$ cat src/rtl/mips_multicycle_ctrl.sv
// rtl/mips_multicycle_ctrl.sv - multi-cycle MIPS control FSM sequencing the shared ALU and unified memory
module mips_multicycle_ctrl (
  input  logic       clk,
  input  logic       rst,
  input  logic [5:0] opcode,
  input  logic [5:0] funct,
  input  logic       mem_ready,
  output logic       PCWrite,
  output logic       PCWriteCond,
  output logic       IorD,
  output logic       IRWrite,
  output logic       MemRead,
  output logic       MemWrite,
  output logic       Half,
  output logic       MemToReg,
  output logic       RegDst,
  output logic       RegWrite,
  output logic       ALUSrcA,
  output logic       Jal,
  output logic [1:0] ALUSrcB,
  output logic [3:0] ALUOp,
  output logic [1:0] PCSource,
  output logic       illegal,
  output logic       instr_done,
  output logic [3:0] state
);

  typedef enum logic [3:0] {
    S_FETCH  = 4'd0,
    S_DECODE = 4'd1,
    S_MEMADR = 4'd2,
    S_MEMRD  = 4'd3,
    S_MEMWB  = 4'd4,
    S_MEMWR  = 4'd5,
    S_EXEC   = 4'd6,
    S_ALUWB  = 4'd7,
    S_BRANCH = 4'd8,
    S_JUMP   = 4'd9,
    S_IMMEX  = 4'd10,
    S_IMMWB  = 4'd11,
    S_JREG   = 4'd12
  } state_e;

  localparam logic [3:0] ALU_AND = 4'd0;
  localparam logic [3:0] ALU_OR  = 4'd1;
  localparam logic [3:0] ALU_ADD = 4'd3;
  localparam logic [3:0] ALU_SUB = 4'd6;
  localparam logic [3:0] ALU_SLT = 4'd7;
  localparam logic [3:0] ALU_XOR = 4'd8;
  localparam logic [3:0] ALU_BEQ = 4'd10;
  localparam logic [3:0] ALU_BNE = 4'd11;
  localparam logic [3:0] ALU_NOR = 4'd12;
  localparam logic [3:0] ALU_SLL = 4'd13;
  localparam logic [3:0] ALU_SRL = 4'd14;
  localparam logic [3:0] ALU_NOP = 4'd15;

  localparam logic [5:0] OP_RTYPE = 6'b000000;
  localparam logic [5:0] OP_J     = 6'b000010;
  localparam logic [5:0] OP_JAL   = 6'b000011;
  localparam logic [5:0] OP_BEQ   = 6'b000100;
  localparam logic [5:0] OP_BNE   = 6'b000101;
  localparam logic [5:0] OP_ADDI  = 6'b001000;
  localparam logic [5:0] OP_SLTI  = 6'b001010;
  localparam logic [5:0] OP_ANDI  = 6'b001100;
  localparam logic [5:0] OP_LH    = 6'b100001;
  localparam logic [5:0] OP_LW    = 6'b100011;
  localparam logic [5:0] OP_SH    = 6'b101001;
  localparam logic [5:0] OP_SW    = 6'b101011;

  localparam logic [5:0] FN_SLL  = 6'b000000;
  localparam logic [5:0] FN_SRL  = 6'b000010;
  localparam logic [5:0] FN_JR   = 6'b001000;
  localparam logic [5:0] FN_JALR = 6'b001001;
  localparam logic [5:0] FN_ADD  = 6'b100000;
  localparam logic [5:0] FN_SUB  = 6'b100010;
  localparam logic [5:0] FN_AND  = 6'b100100;
  localparam logic [5:0] FN_OR   = 6'b100101;
  localparam logic [5:0] FN_XOR  = 6'b100110;
  localparam logic [5:0] FN_NOR  = 6'b100111;
  localparam logic [5:0] FN_SLT  = 6'b101010;

  state_e state_q, state_d;

  logic is_load, is_store, is_imm, is_branch, is_jump, is_rtype, r_alu, r_jreg;

  // Instruction class decode from the IR fields
  always_comb begin
    is_load   = (opcode == OP_LW) || (opcode == OP_LH);
    is_store  = (opcode == OP_SW) || (opcode == OP_SH);
    is_imm    = (opcode == OP_ADDI) || (opcode == OP_ANDI) || (opcode == OP_SLTI);
    is_branch = (opcode == OP_BEQ) || (opcode == OP_BNE);
    is_jump   = (opcode == OP_J) || (opcode == OP_JAL);
    is_rtype  = (opcode == OP_RTYPE);
    r_jreg    = (funct == FN_JR) || (funct == FN_JALR);
    r_alu     = (funct == FN_ADD) || (funct == FN_SUB) || (funct == FN_AND) ||
                (funct == FN_OR)  || (funct == FN_XOR) || (funct == FN_NOR) ||
                (funct == FN_SLT) || (funct == FN_SLL) || (funct == FN_SRL);
  end

  // State register; reset abandons any instruction in flight
  always_ff @(posedge clk) begin
    if (!rst) state_q <= S_FETCH;
    else      state_q <= state_d;
  end

  // Next-state and datapath control; everything held at defaults while in reset
  always_comb begin
    state_d     = S_FETCH;
    PCWrite     = 1'b0;
    PCWriteCond = 1'b0;
    IorD        = 1'b0;
    IRWrite     = 1'b0;
    MemRead     = 1'b0;
    MemWrite    = 1'b0;
    Half        = 1'b0;
    MemToReg    = 1'b0;
    RegDst      = 1'b0;
    RegWrite    = 1'b0;
    ALUSrcA     = 1'b0;
    Jal         = 1'b0;
    ALUSrcB     = 2'b00;
    ALUOp       = ALU_NOP;
    PCSource    = 2'b00;
    illegal     = 1'b0;
    instr_done  = 1'b0;
    if (rst) begin
      case (state_q)
        S_FETCH: begin
          MemRead = 1'b1;
          ALUSrcB = 2'b01;
          ALUOp   = ALU_ADD;
          if (mem_ready) begin
            IRWrite = 1'b1;
            PCWrite = 1'b1;
            state_d = S_DECODE;
          end else begin
            state_d = S_FETCH;
          end
        end
        S_DECODE: begin
          ALUSrcB = 2'b11;
          ALUOp   = ALU_ADD;
          if (is_load || is_store)      state_d = S_MEMADR;
          else if (is_imm)              state_d = S_IMMEX;
          else if (is_branch)           state_d = S_BRANCH;
          else if (is_jump)             state_d = S_JUMP;
          else if (is_rtype && r_jreg)  state_d = S_JREG;
          else if (is_rtype && r_alu)   state_d = S_EXEC;
          else                          illegal = 1'b1;
        end
        S_MEMADR: begin
          ALUSrcA = 1'b1;
          ALUSrcB = 2'b10;
          ALUOp   = ALU_ADD;
          state_d = is_store ? S_MEMWR : S_MEMRD;
        end
        S_MEMRD: begin
          MemRead = 1'b1;
          IorD    = 1'b1;
          Half    = (opcode == OP_LH);
          state_d = mem_ready ? S_MEMWB : S_MEMRD;
        end
        S_MEMWB: begin
          RegWrite   = 1'b1;
          MemToReg   = 1'b1;
          instr_done = 1'b1;
        end
        S_MEMWR: begin
          MemWrite   = 1'b1;
          IorD       = 1'b1;
          Half       = (opcode == OP_SH);
          instr_done = mem_ready;
          state_d    = mem_ready ? S_FETCH : S_MEMWR;
        end
        S_EXEC: begin
          ALUSrcA = 1'b1;
          state_d = S_ALUWB;
          case (funct)
            FN_ADD:  ALUOp = ALU_ADD;
            FN_SUB:  ALUOp = ALU_SUB;
            FN_AND:  ALUOp = ALU_AND;
            FN_OR:   ALUOp = ALU_OR;
            FN_XOR:  ALUOp = ALU_XOR;
            FN_NOR:  ALUOp = ALU_NOR;
            FN_SLT:  ALUOp = ALU_SLT;
            FN_SLL:  ALUOp = ALU_SLL;
            FN_SRL:  ALUOp = ALU_SRL;
            default: ALUOp = ALU_NOP;
          endcase
        end
        S_ALUWB: begin
          RegWrite   = 1'b1;
          RegDst     = 1'b1;
          instr_done = 1'b1;
        end
        S_IMMEX: begin
          ALUSrcA = 1'b1;
          ALUSrcB = 2'b10;
          state_d = S_IMMWB;
          case (opcode)
            OP_ADDI: ALUOp = ALU_ADD;
            OP_ANDI: ALUOp = ALU_AND;
            OP_SLTI: ALUOp = ALU_SLT;
            default: ALUOp = ALU_NOP;
          endcase
        end
        S_IMMWB: begin
          RegWrite   = 1'b1;
          instr_done = 1'b1;
        end
        S_BRANCH: begin
          ALUSrcA     = 1'b1;
          ALUOp       = (opcode == OP_BNE) ? ALU_BNE : ALU_BEQ;
          PCWriteCond = 1'b1;
          PCSource    = 2'b01;
          instr_done  = 1'b1;
        end
        S_JUMP: begin
          PCWrite    = 1'b1;
          PCSource   = 2'b10;
          instr_done = 1'b1;
          if (opcode == OP_JAL) begin
            RegWrite = 1'b1;
            Jal      = 1'b1;
          end
        end
        S_JREG: begin
          PCWrite    = 1'b1;
          PCSource   = 2'b11;
          instr_done = 1'b1;
          if (funct == FN_JALR) begin
            RegWrite = 1'b1;
            Jal      = 1'b1;
            RegDst   = 1'b1;
          end
        end
        default: state_d = S_FETCH;
      endcase
    end
  end

  assign state = state_q;

endmodule

$ cat config.mk
export PLATFORM = sky130hd
export DESIGN_NAME = mips_multicycle_ctrl
export DESIGN_NICKNAME = d
export VERILOG_FILES = /design/src/rtl/mips_multicycle_ctrl.sv
export SDC_FILE = /design/constraint.sdc
export NUM_CORES = 1
export LEC_CHECK = 0
export CORE_MARGIN = 5
export CORE_UTILIZATION = 50
export CTS_CLUSTER_SIZE = 12
export DETAILED_ROUTE_END_ITERATION = 12
export DONT_BUFFER_PORTS = 1
export PLACE_DENSITY = 0.68
export SYNTH_ARGS = -nofsm -noshare
export SYNTH_HDL_FRONTEND = slang
export SYNTH_SLANG_ARGS = --single-unit
export TNS_END_PERCENT = 30
$ cat constraint.sdc
create_clock -name clk -period 1.3 [get_ports clk]
set_input_delay 0.195 -clock clk [delete_from_list [all_inputs] [get_ports clk]]
set_output_delay 0.195 -clock clk [all_outputs]
set_load 0.05 [all_outputs]
==> results of run 1 <==
## through the flow
step | hold slack [ns] | utilization (%) | cell area, um^2
2_1_floorplan | 0.384 | - | 1200
3_3_place_gp | 0.350 | 92.8 | 1800
3_5_place_dp | 0.362 | 92.8 | 1800
## cell families after synthesis
kind of cell	share of synthesized area, %
AO/OA/AOI/OAI	34.7
XOR/XNOR	1.72
buffers and inverters	12.5
flip-flops	7.87
multiplexers	1.11
AND/OR/NAND/NOR	42.1
## synthesized netlist by cell type, types with 2 or more instances
cell	count
a21oi_1	15
clkbuf_8	2
o21bai_1	3
o21ai_0	8
nor2_1	16
nand2_1	15
inv_1	5
nand3b_1	2
buf_2	4
nand4_1	4
dfxtp_1	4
buf_6	3
a211o_1	2
nor3_1	5
a31oi_1	6
and3_1	2
nor4_1	2
o22ai_1	4
a21boi_1	2
nor2b_1	3
nand2b_1	8
nand3_1	5
o21ai_1	2
a211oi_1	3
==> impl_metrics.yaml, run 1 <==
floorplanning:
  initial_core_util_pct: 52.4
  dieHeight_um: 55.1
  die_x_um: 55.1
  fp-row-count: 16
  io_pins: 41
logic_synthesis:
  async_flop_share_pct: 0
  synth_area_um2: 1020
  synth_cell_type_count: 54
  ys_seq_area_share_pct: 7.87
  synth_top_area_share_pct: 7.87
  synth_top_area_cell: "dfxtp_1"
  synth.area.top_cells: "dfxtp_1, a21oi_1, nor2_1"
  syn_area_per_cell_um2: 6.56
  syn_nets: 170
  ys_seq_elements: 4
  netlist_instances: 155
  synth_warnings: 0
  synth_edf_count: 0
  synthFlopType: "dfxtp_1"
clock_network:
  cts_resized: 35
  htreeDepth: 1
  root_buffer: "clkbuf_4"
  cts-hold-fix-buffers: 0
  cts_buffers: 3
  cts_setup_buffers: 5
  cts.path.max_buffers: 2
  cts.sinks: 4
placed_design:
  hpwl_mm: 3.81
  io_buffers: 0
  dp.cells: 231
  place_congestion: 0.935
  place_ws_ns: -0.310
run_status:
  error_message: "[ERROR DPL-0038] Utilization greater than 100%, impossible to legalize"
  stop_stage: "clock tree synthesis (4_1_cts)"
  status: "did not finish"
==> run 2: changes to the inputs <==
CORE_AREA = 5 5 66 68   (was default)
CORE_MARGIN = default   (was 5)
CORE_UTILIZATION = default   (was 50)
CTS_CLUSTER_SIZE = default   (was 12)
DIE_AREA = 0 0 71 73   (was default)
PLACE_DENSITY = default   (was 0.68)
PLACE_DENSITY_LB_ADDON = 0.15   (was default)
clock period = 1.7 ns   (was 1.3 ns; I/O delays follow)
==> impl_metrics.yaml, run 2 <==
run_status:
  status: "complete, but fails checks"
  failed_checks: "negative setup slack"
detailed_routing:
  drt_iter0_markers: 63
  post_drt_via_cell_ratio: 5.38
  vias: 1339
  drtPass1Iterations: 5
  routedWlPerCell_um: 16.5
  ant_nets: 0
  wirelength_mm: 4.11
  drc: 0
floorplanning:
  dieHeight_um: 73
  core-area_um2: 3800
  initial_core_util_pct: 26.8
  io_pins: 41
  fp-row-count: 23
  die_x_um: 71
  dieArea_um2: 5180
pwr:
  p_per_area_nw_per_um2: 338
  peakVddDrop_v: 0.000243
  power_leakage_nw: 0.702
logic_synthesis:
  synth_edf_count: 0
  synth_top_area_cell: "dfxtp_1"
  synth.area.top_cells: "dfxtp_1, a21oi_1, nor2_1"
  synthFlopType: "dfxtp_1"
  synth_area_um2: 1020
  netlist_instances: 155
  synth_top_area_share_pct: 7.87
  yosysMostFrequentCell: "nor2_1"
  synth_cell_type_count: 54
  netlist_top_cells_count: "nor2_1, a21oi_1, nand2_1"
  syn_area_per_cell_um2: 6.56
  syn_nets: 170
  ys_seq_area_share_pct: 7.87
  async_flop_share_pct: 0
  ys_seq_elements: 4
  synth_warnings: 0
clock_network:
  cts_tree: "built"
  cts-hold-fix-buffers: 0
  path_clk_slew_ns: 0.04
  clock_latency_ns: 0.22
  root_buffer: "clkbuf_8"
  cts.sinks: 4
  cts.path.max_buffers: 2
  cts_buffers: 3
  htreeDepth: 1
worst_setup_path:
  crit_arrival_ns: 1.62
  criticalPathCategory: "reg2out"
  worst_setup_path_start_kind: "flop"
  crit_fanout: 7
  cp.required_ns: 1.44
  crit_path_end_kind: "output pin"
cells_and_area:
  area_growth_pct: 82.7
  final_common_cell: "buf_4"
  largest_register_ffs: 4
  fillers: 384
  final_cell_mix: "buf_4, buf_12, nand2_1, a21oi_1, nor2_1"
  n_antenna_cell: 0
  fin_nets: 215
  drive_gt1_share_pct: 50.3
sta:
  finalWorstSetupSlack_ns: -0.179
  rsz0062_at_grt: "true"
  min_period_ns: 1.88
  finalHoldViolCount: 0
  fmax_mhz: 532
  max_slew_margin_pct: 62.4
  clock_skew_ns: 0.00568
  setup_viol: 13
  slew_viol_final: 0
  tightestPinTransition_ns: 0.564
  hold_slack_ns: 0.184
  fin_crit_sh_pct: 111
global_route:
  antenna_found_initial: 0
  grt_pass1_wl_mm: 6.75
  gr-total-overflow: 0
  first_global_vias: 1389
  grt_max_degree: 14
  grt_use_total_pct: 15.8
placed_design:
  io_buffers: 0
  place_congestion: 0.862
  place_ws_ns: 0.0120
  hpwl_mm: 3.25
flow_run:
  max_cap_viol_count: 0
hold_path:
  hold_path.class: "in2reg"
==> run 2: cell counts after synthesis <==
No cell type changed its count.
==> run 2: worst paths after layout <==
| kind | startpoint | to | slack, ns | depth (start not counted) |
|---|---|---|---|---|
| setup / recovery | state[3]$_SDFF_PN0_ | ALUOp[0] | -0.18 | 6 |
| hold / removal | rst | state[2]$_SDFF_PN0_ | 0.18 | 2 |
| setup reg to reg | state[1]$_SDFF_PN0_ | state[0]$_SDFF_PN0_ | 0.27 | 6 |
| hold reg to reg | state[1]$_SDFF_PN0_ | state[1]$_SDFF_PN0_ | 0.72 | 3 |
==> run 2: power by group <==
group | total (mW) | internal (mW) | switching [mW] | leakage (nW)
clock | 0.212 | 0.160 | 0.0519 | 0.0228
sequential | 0.104 | 0.0940 | 0.0100 | 0.0355
combinational | 0.312 | 0.139 | 0.173 | 0.644
total | 0.629 | 0.394 | 0.235 | 0.702
==> run 2: per-stage QoR <==
step	cell area (um^2)	total power, mW	TNS (ns)	utilization (%)	cells
after global routing	1860	0.665	-2.14	48.9	249
after floorplan	1150	0.304	-1.33	-	155
after global placement	1680	0.397	-0.0126	44.3	242
final	1860	0.629	-1.19	48.9	249
after CTS	1790	0.619	-1.38	47.1	249
after detailed placement	1680	0.399	0	44.3	242
==> run 2: cell families after synthesis <==
family          synth area share [%]
xor+xnor                        1.72
buf+inv                         12.5
flops                           7.87
simple gates                    42.1
compound gates                  34.7
mux                             1.11
==> run 2: repair_timing <==
action / CTS / global route
pin swaps: 7 / 6
endpoints found under the setup margin: 16 / 17
resized for setup: 11 / 16
setup buffers: 3 / 0
==> run 2: metal layers <==
metal  vias up  wire, um  track usage [%]
li1        664         -                -
met1       636      1780             20.0
met2        37      2040             28.0
met3         2       268             3.72
met4         0        16             1.67
met5         -         0                0
==> run 2: layout make-up <==
cell class	count	area [um^2]	share of cell area [%]
Multi-Input combinational cell	132	997	53.7
Timing Repair Buffer	53	636	34.2
Sequential cell	4	95.1	5.12
Tap cell	50	62.6	3.37
Clock buffer	4	45.0	2.42
Inverter	6	22.5	1.21
==> run 2: critical path: stages (launching register included) <==
cell	delay [ns]
dfxtp_4	0.35
nand2b_4	0.14
a21oi_2	0.12
o21ai_2	0.08
a221o_1	0.28
a211o_1	0.27
buf_12	0.16
No activity file was read; power rests on OpenSTA's default activity.
